`config.mk`:
```
export PLATFORM = sky130hd
export DESIGN_NAME = ping_pong_counter_param
export DESIGN_NICKNAME = d
export VERILOG_FILES = /design/src/rtl/ping_pong_counter_param.sv
export SDC_FILE = /design/constraint.sdc
export NUM_CORES = 1
export LEC_CHECK = 0
export CAP_MARGIN = 5
export CORE_MARGIN = 2
export CORE_UTILIZATION = 52
export DETAILED_ROUTE_END_ITERATION = 16
export PLACE_DENSITY_LB_ADDON = 0.1
export SYNTH_ARGS = -nofsm -noshare
export SYNTH_HDL_FRONTEND = slang
export SYNTH_SLANG_ARGS = --single-unit
```
`constraint.sdc`:
```
create_clock -name clk -period 2.25 [get_ports clk]
set_clock_uncertainty 0.15 [all_clocks]
set_input_delay 0.45 -clock clk [delete_from_list [all_inputs] [get_ports clk]]
set_output_delay 0.45 -clock clk [all_outputs]
set_load 0.01 [all_outputs]
```
`src/rtl/ping_pong_counter_param.sv`:
```
// rtl/ping_pong_counter_param.sv - bounded up/down counter with ping-pong and wrap modes
module ping_pong_counter_param #(
    parameter int WIDTH       = 4,
    parameter int DEFAULT_MIN = 0,
    parameter int DEFAULT_MAX = (1 << WIDTH) - 1
) (
    input  logic             clk,
    input  logic             rst_n,
    input  logic             enable,
    input  logic             mode,
    input  logic             flip,
    input  logic             load,
    input  logic [WIDTH-1:0] min_in,
    input  logic [WIDTH-1:0] max_in,
    output logic             direction,
    output logic [WIDTH-1:0] out,
    output logic             turn,
    output logic             bounds_err
);

    localparam logic [WIDTH-1:0] RST_MIN = WIDTH'(DEFAULT_MIN);
    localparam logic [WIDTH-1:0] RST_MAX = WIDTH'(DEFAULT_MAX);
    localparam logic [WIDTH-1:0] ONE     = {{(WIDTH-1){1'b0}}, 1'b1};

    logic [WIDTH-1:0] min_r;
    logic [WIDTH-1:0] max_r;

    // Bounds are only ever accepted with min < max, so +/-1 at a bound stays in range.
    always_ff @(posedge clk or negedge rst_n) begin
        if (!rst_n) begin
            min_r      <= RST_MIN;
            max_r      <= RST_MAX;
            out        <= RST_MIN;
            direction  <= 1'b1;
            turn       <= 1'b0;
            bounds_err <= 1'b0;
        end else if (load) begin
            turn <= 1'b0;
            if (min_in < max_in) begin
                min_r      <= min_in;
                max_r      <= max_in;
                out        <= min_in;
                direction  <= 1'b1;
                bounds_err <= 1'b0;
            end else begin
                bounds_err <= 1'b1;
            end
        end else if (!enable) begin
            turn <= 1'b0;
        end else if (flip) begin
            direction <= ~direction;
            turn      <= 1'b1;
        end else if (!mode) begin
            if (direction) begin
                if (out == max_r) begin
                    direction <= 1'b0;
                    out       <= max_r - ONE;
                    turn      <= 1'b1;
                end else begin
                    out  <= out + ONE;
                    turn <= 1'b0;
                end
            end else begin
                if (out == min_r) begin
                    direction <= 1'b1;
                    out       <= min_r + ONE;
                    turn      <= 1'b1;
                end else begin
                    out  <= out - ONE;
                    turn <= 1'b0;
                end
            end
        end else begin
            if (direction) begin
                if (out == max_r) begin
                    out  <= min_r;
                    turn <= 1'b1;
                end else begin
                    out  <= out + ONE;
                    turn <= 1'b0;
                end
            end else begin
                if (out == min_r) begin
                    out  <= max_r;
                    turn <= 1'b1;
                end else begin
                    out  <= out - ONE;
                    turn <= 1'b0;
                end
            end
        end
    end

endmodule

```
==> reports/metrics.yaml, run 1 <==
routing:
  ant_nets: 0
  drc: 0
  via_per_inst: 5.44
  vias: 1049
  routed_wl_um: 2760
  avgRoutedWirePerCell_um: 14.3
  drt_iter0_drc: 15
  dr.pass1.iters: 4
critical_path:
  path_buf_inv: 3
  required_ns: 2.26
  critical-path-slowest-cell: "clkdlybuf4s50_1"
  crit_path_end_kind: "flip-flop"
  path_delay_family: "buffers and inverters"
  cp-start-kind: "input port"
  worstPathArrival_ns: 2.12
  path_cells: "clkdlybuf4s50_1 -> inv_1 -> ha_1 -> a21oi_1 -> o21ai_1 -> buf_4 -> or3b_1 -> o21ai_0 -> a31oi_2"
  critPathMaxFanout: 8
  crit_type: "input port to flip-flop"
  slowest_delay_ns: 0.45
layout:
  diodes: 0
  post_route_cells_drive_above_1_share_pct: 20.6
  final_common_cell: "clkdlybuf4s50_1"
  layout.nets: 187
  final_cell_mix: "clkdlybuf4s50_1 (20), buf_4 (17), xnor2_1 (10), nor2_1 (10), dfrtp_1 (10)"
  area_delta_synth_final_pct: 30.3
global_routing:
  use_met1_pct: 31.3
  grt-busiest-layer: "met2"
  grt_pass1_vias: 1094
  gr-usage-met2_pct: 41.5
  track_usage_pct: 24.5
  grtUsageMet3_pct: 2.59
  grt_pass1_wl_um: 4890
  antenna_found_initial: 0
  grt_overflow_total: 0
  grt_max_degree: 16
clock_tree:
  clkSlewWorstSetupHoldPaths_ns: 0.09
  cts_root_buffer: "clkbuf_4"
  cts-resized-gates: 0
  insertion_delay_ns: 0.28
  tritoncts: "done"
  htreeDepth: 1
  hold_buffers: 0
  cts.sinks: 15
  clockBufferDepth: 2
  post-cts-setup-buffer-count: 0
  numCtsBuffers: 3
sta:
  finalSetupViolCount: 0
  slew_violations: 0
  post-route-min-period_ns: 2.11
  max_slew_margin_pct: 54.3
  worst_pin_slew_ns: 0.683
  fin_crit_sh_pct: 93.7
  tns_ns: 0
  fmax_mhz: 475
  final-hold-violation-count: 0
  rsz0062_at_grt: "no"
logic_synthesis:
  syn-num-nets: 151
  async_flop_share_pct: 100
  synth_top_cell_area_share_pct: 21.3
  synth_edf_count: 0
  syn_avg_cell_area_um2: 9.06
  ys.flop_type: "dfrtp_1"
  synth.distinct_cells: 40
  synth_warnings: 0
  synth_area_leaders: "dfrtp_1 (21%), dfstp_2 (11%), ha_1 (7.4%), xnor2_1 (7.4%), mux2_2 (4.8%)"
  synth_area_um2: 1180
  ys_seq_area_share_pct: 32.4
  synth_cells: 130
  yosys.area.top_type: "dfrtp_1"
  ys_seq_elements: 15
outcome:
  outcome: "finished, final reports clean"
placement:
  place_hpwl_um: 2270
  portBuffers: 20
  routabilityCongestion: 0.837
pwr:
  power_frac_comb_pct: 52.0
  seqPwrFrac_pct: 35.7
  power.total_uw: 1240
  clkPwrFrac_pct: 12.2
  power.density_nw_per_um2: 811
  power.switching_uw: 483
  switching_share_pct: 38.9
  p_int_uw: 760
  power.leakage_uw: 0.000659
  irDropWorstVdd_uv: 454
floorplan:
  io_pins: 21
  dieArea_um2: 2660
  rows: 17
  die_h_um: 51.6
  die_w_um: 51.6
  core_area_um2: 2170
  initial_core_util_pct: 54.3
job:
  cap_violations: 0
min_path:
  hold_path.class: "flip-flop to flip-flop"
-- worst register-to-register path, cell delays in order, from the launching register on --
cell      delay, ns
dfrtp_1        0.44
buf_4          0.18
xnor2_1        0.16
nand4_1        0.23
nor2_1         0.33
or2_1          0.22
o21ai_1        0.09
o2111a_1       0.14
-- power by group through the flow --
stage	clock network (µW)	logic [µW]	registers [µW]
finish	152	647	445
global route	168	719	454
CTS	159	652	443
detailed placement	0	646	449
global placement	0	629	445
floorplan	0	437	426
-- Yosys cell counts, drive strengths merged (2+ instances only) --
library cell	number
a211oi	4
a21o	2
a21oi	5
a221oi	2
a22oi	2
a31oi	2
buf	3
clkbuf	3
dfrtp	10
dfstp	5
ha	7
inv	9
mux2	6
nand2	9
nand2b	3
nand3	2
nor2	10
nor3	3
nor4	2
o21a	2
o21ai	10
or2	2
or3b	2
xnor2	10
xor2	6
-- cell type report --
type | count | area (µm²)
Clock buffer | 4 | 26.3
Fill cell | 194 | 636
Inverter | 9 | 33.8
Multi-Input combinational cell | 100 | 729
Sequential cell | 15 | 382
Tap cell | 28 | 35.0
Timing Repair Buffer | 37 | 328
-- flip-flops by register name (all words and copies together), names as in the netlist --
| signal | flops |
|---|---|
| bounds_err | 1 |
| direction | 1 |
| max_r | 4 |
| min_r | 4 |
| out | 4 |
| turn | 1 |
-- final timing paths --
check                           cells after the start                endpoint  slack, ns                    from
worst max-delay path                                9      out[1]$_DFFE_PN0P_       0.14               max_in[3]
worst min-delay path                                1  bounds_err$_DFFE_PN0P_       0.35  bounds_err$_DFFE_PN0P_
max in group asynchronous                           1      out[3]$_DFFE_PN0P_       1.09                   rst_n
min in group asynchronous                           1  bounds_err$_DFFE_PN0P_       0.42                   rst_n
worst min register to register                      1  bounds_err$_DFFE_PN0P_       0.35  bounds_err$_DFFE_PN0P_
worst max register to register                      7      out[3]$_DFFE_PN0P_       0.20      out[0]$_DFFE_PN0P_
-- stage by stage --
step           instance area (µm²)  utilization (%)  hold WS [ns]  setup slack [ns]  cells
2_1_floorplan                 1180                -       0.00441             0.250    130
3_3_place_gp                  1510             69.5         0.332            -0.145    189
3_5_place_dp                  1510             69.5         0.326            -0.160    189
4_1_cts                       1530             70.7         0.352             0.145    193
5_1_grt                       1530             70.7         0.376            0.0106    193
6_report                      1530             70.7         0.349             0.143    193
-- metal layers --
metal	routed length, µm	vias up	part of all wire, %
met5	0	-	0
met2	1400	24	51
met3	100	6	3.6
met1	1200	490	44
met4	47	0	1.7
li1	-	529	-
-- cell families after synthesis --
kind of cell | synth area share [%]
AOI/OAI and AO/OA | 18.3
xor gates and xnor gates | 11.9
adders and majority gates | 7.44
buffers and inverters | 5.63
DFF | 32.4
muxes | 6.59
and+or+nand+nor | 17.7
Power figures use the tool's default switching activity.
==> run 2, diff against run 1 <==
ABC_AREA = 0   (was default)
ABC_CLOCK_PERIOD_IN_PS = 2250   (was default)
CTS_CLUSTER_DIAMETER = 100   (was default)
==> results of run 2 <==
No change in the layout: final DEF, timing and power equal those of run 1.
==> run 3, diff against run 2 <==
CORE_UTILIZATION = 45   (was 52)
==> reports/metrics.yaml, run 3 (synthesis results as in run 1) <==
routing:
  dr.pass1.iters: 4  # unchanged
  via_per_inst: 5.46  # was 5.44
  drt_iter0_drc: 24  # was 15
  avgRoutedWirePerCell_um: 14.5  # was 14.3 µm
  ant_nets: 0  # unchanged
  routed_wl_um: 2860  # was 2760 µm
  drc: 0  # unchanged
  vias: 1081  # was 1,049
layout:
  fin_cells: 198  # was 193
  area_delta_synth_final_pct: 32.8  # was 30.3%
  diodes: 0  # unchanged
  top_regs: "max_r: 4 flops, min_r: 4 flops, out: 4 flops"  # unchanged
  final_cell_mix: "clkdlybuf4s50_1 (20), buf_4 (20), xnor2_1 (10), nor2_1 (10), dfrtp_1 (10)"  # was clkdlybuf4s50_1 (20), buf_4 (17), xnor2_1 (10), nor2_1 (10), dfrtp_1 (10)
  post_route_cells_drive_above_1_share_pct: 23.2  # was 20.6%
  layout.nets: 190  # was 187
sta:
  slew_violations: 0  # unchanged
  fmax_mhz: 483  # was 475 MHz
  finalSetupViolCount: 0  # unchanged
  holdWs_ns: 0.344  # was 0.349 ns
  max_slew_margin_pct: 55.3  # was 54.3%
  worst_pin_slew_ns: 0.668  # was 0.683 ns
  tns_ns: 0  # unchanged
  post-route-min-period_ns: 2.07  # was 2.11 ns
  fin_crit_sh_pct: 92.1  # was 93.7%
  rsz0062_at_grt: "no"  # unchanged
  final-hold-violation-count: 0  # unchanged
clock_tree:
  hold_buffers: 0  # unchanged
  cts.sinks: 15  # unchanged
  htreeDepth: 1  # unchanged
  insertion_delay_ns: 0.28  # about the same
  clockBufferDepth: 2  # unchanged
  clkSlewWorstSetupHoldPaths_ns: 0.09  # about the same
  numCtsBuffers: 3  # unchanged
  post-cts-setup-buffer-count: 0  # unchanged
  tritoncts: "done"  # unchanged
  cts_root_buffer: "clkbuf_4"  # unchanged
floorplan:
  io_pins: 21  # unchanged
  die_w_um: 55.2  # was 51.6 µm
  core_area_um2: 2480  # was 2170 µm²
  initial_core_util_pct: 47.5  # was 54.3%
  dieArea_um2: 3040  # was 2660 µm²
  die_h_um: 55.2  # was 51.6 µm
  rows: 18  # was 17
global_routing:
  grt_overflow_total: 0  # unchanged
  use_met1_pct: 27.4  # was 31.3%
  grt-busiest-layer: "met2"  # unchanged
  grtUsageMet3_pct: 2.42  # was 2.59%
  antenna_found_initial: 0  # unchanged
  gr-usage-met2_pct: 36.9  # was 41.5%
  grt_pass1_wl_um: 4410  # was 4890 µm
  grt_max_degree: 16  # unchanged
  grt_pass1_vias: 1000  # was 1,094
  track_usage_pct: 21.1  # was 24.5%
pwr:
  clkPwrFrac_pct: 11.9  # was 12.2%
  p_int_uw: 770  # was 760 µW
  power.switching_uw: 485  # was 483 µW
  seqPwrFrac_pct: 35.0  # was 35.7%
  switching_share_pct: 38.7  # was 38.9%
  power.leakage_uw: 0.000677  # was 0.000659 µW
  power.density_nw_per_um2: 803  # was 811 nW/µm²
  power_frac_comb_pct: 53.1  # was 52.0%
  irDropWorstVdd_uv: 520  # was 454 µV
critical_path:
  rr_worst_depth: 7  # unchanged
  crit_path_end_kind: "output port"  # was flip-flop
  cp-start-kind: "flip-flop"  # was input port
  worstPathArrival_ns: 1.47  # was 2.12 ns
  crit_type: "flip-flop to output port"  # was input port to flip-flop
  required_ns: 1.65  # was 2.26 ns
  critPathMaxFanout: 6  # was 8
placement:
  dp.cells: 194  # was 189
  place_hpwl_um: 2340  # was 2270 µm
  routabilityCongestion: 0.887  # was 0.837
  portBuffers: 20  # unchanged
min_path:
  hold_path.class: "flip-flop to flip-flop"  # unchanged
  holdPathStages: 1  # unchanged
outcome:
  outcome: "finished, final reports clean"  # unchanged
job:
  cap_violations: 0  # unchanged
## run 3: cell types whose count changed in the layout (fill, tap and decap cells not counted), sizes merged
cell    delta
clkbuf     -1
clkinv     +1
buf        +3
## run 3: area by class of cell
cell class              count  area, µm²
clock inverters             1       5.00
multi-input cells         100        733
flip-flops and latches     15        382
well taps                  30       37.5
repair buffers             40        350
clock buffers               3       22.5
fillers                   221        913
inverters                   9       33.8
## run 3: power groups by stage
stage               Combinational, µW  Sequential, µW  Clock, µW
floorplan                         437             426          0
global placement                  648             444          0
detailed placement                667             447          0
CTS                               670             441        156
global route                      737             450        173
finish                            666             440        149
## run 3: critical path, stage by stage, from the launching register on
cell and delay (ns):
dfrtp_1 0.50, buf_4 0.17, clkdlybuf4s50_1 0.52
## run 3: repair_timing
item | CTS | global route
resized for setup | 0 | 1
endpoints found under the setup margin | 0 | 4
endpoints found under the hold margin | 0 | 0
## run 3: path summary, 6_finish.rpt
path	from	end	slack, ns
worst max register to register	max_r[0]$_DFFE_PN1P_	out[3]$_DFFE_PN0P_	0.19
worst min register to register	bounds_err$_DFFE_PN0P_	bounds_err$_DFFE_PN0P_	0.34
max in group asynchronous	rst_n	out[0]$_DFFE_PN0P_	1.10
worst min-delay path	bounds_err$_DFFE_PN0P_	bounds_err$_DFFE_PN0P_	0.34
min in group asynchronous	rst_n	min_r[2]$_DFFE_PN0P_	0.42
worst max-delay path	out[1]$_DFFE_PN0P_	out[1]	0.18
## run 3: routing by layer
metal | part of all wire, % | wire (µm)
met1 | 44 | 1260
met4 | 0.70 | 20
met2 | 50 | 1420
met3 | 5.5 | 158
met5 | 0 | 0
## run 3: stage by stage
step	cell area, µm²	setup WS, ns	util [%]	power (µW)
6_report	1560	0.178	63.1	1260
2_1_floorplan	1180	0.250	-	863
4_1_cts	1560	0.125	63.0	1270
3_3_place_gp	1530	-0.149	61.9	1090
3_5_place_dp	1530	-0.182	61.9	1110
5_1_grt	1560	0.0850	63.1	1360
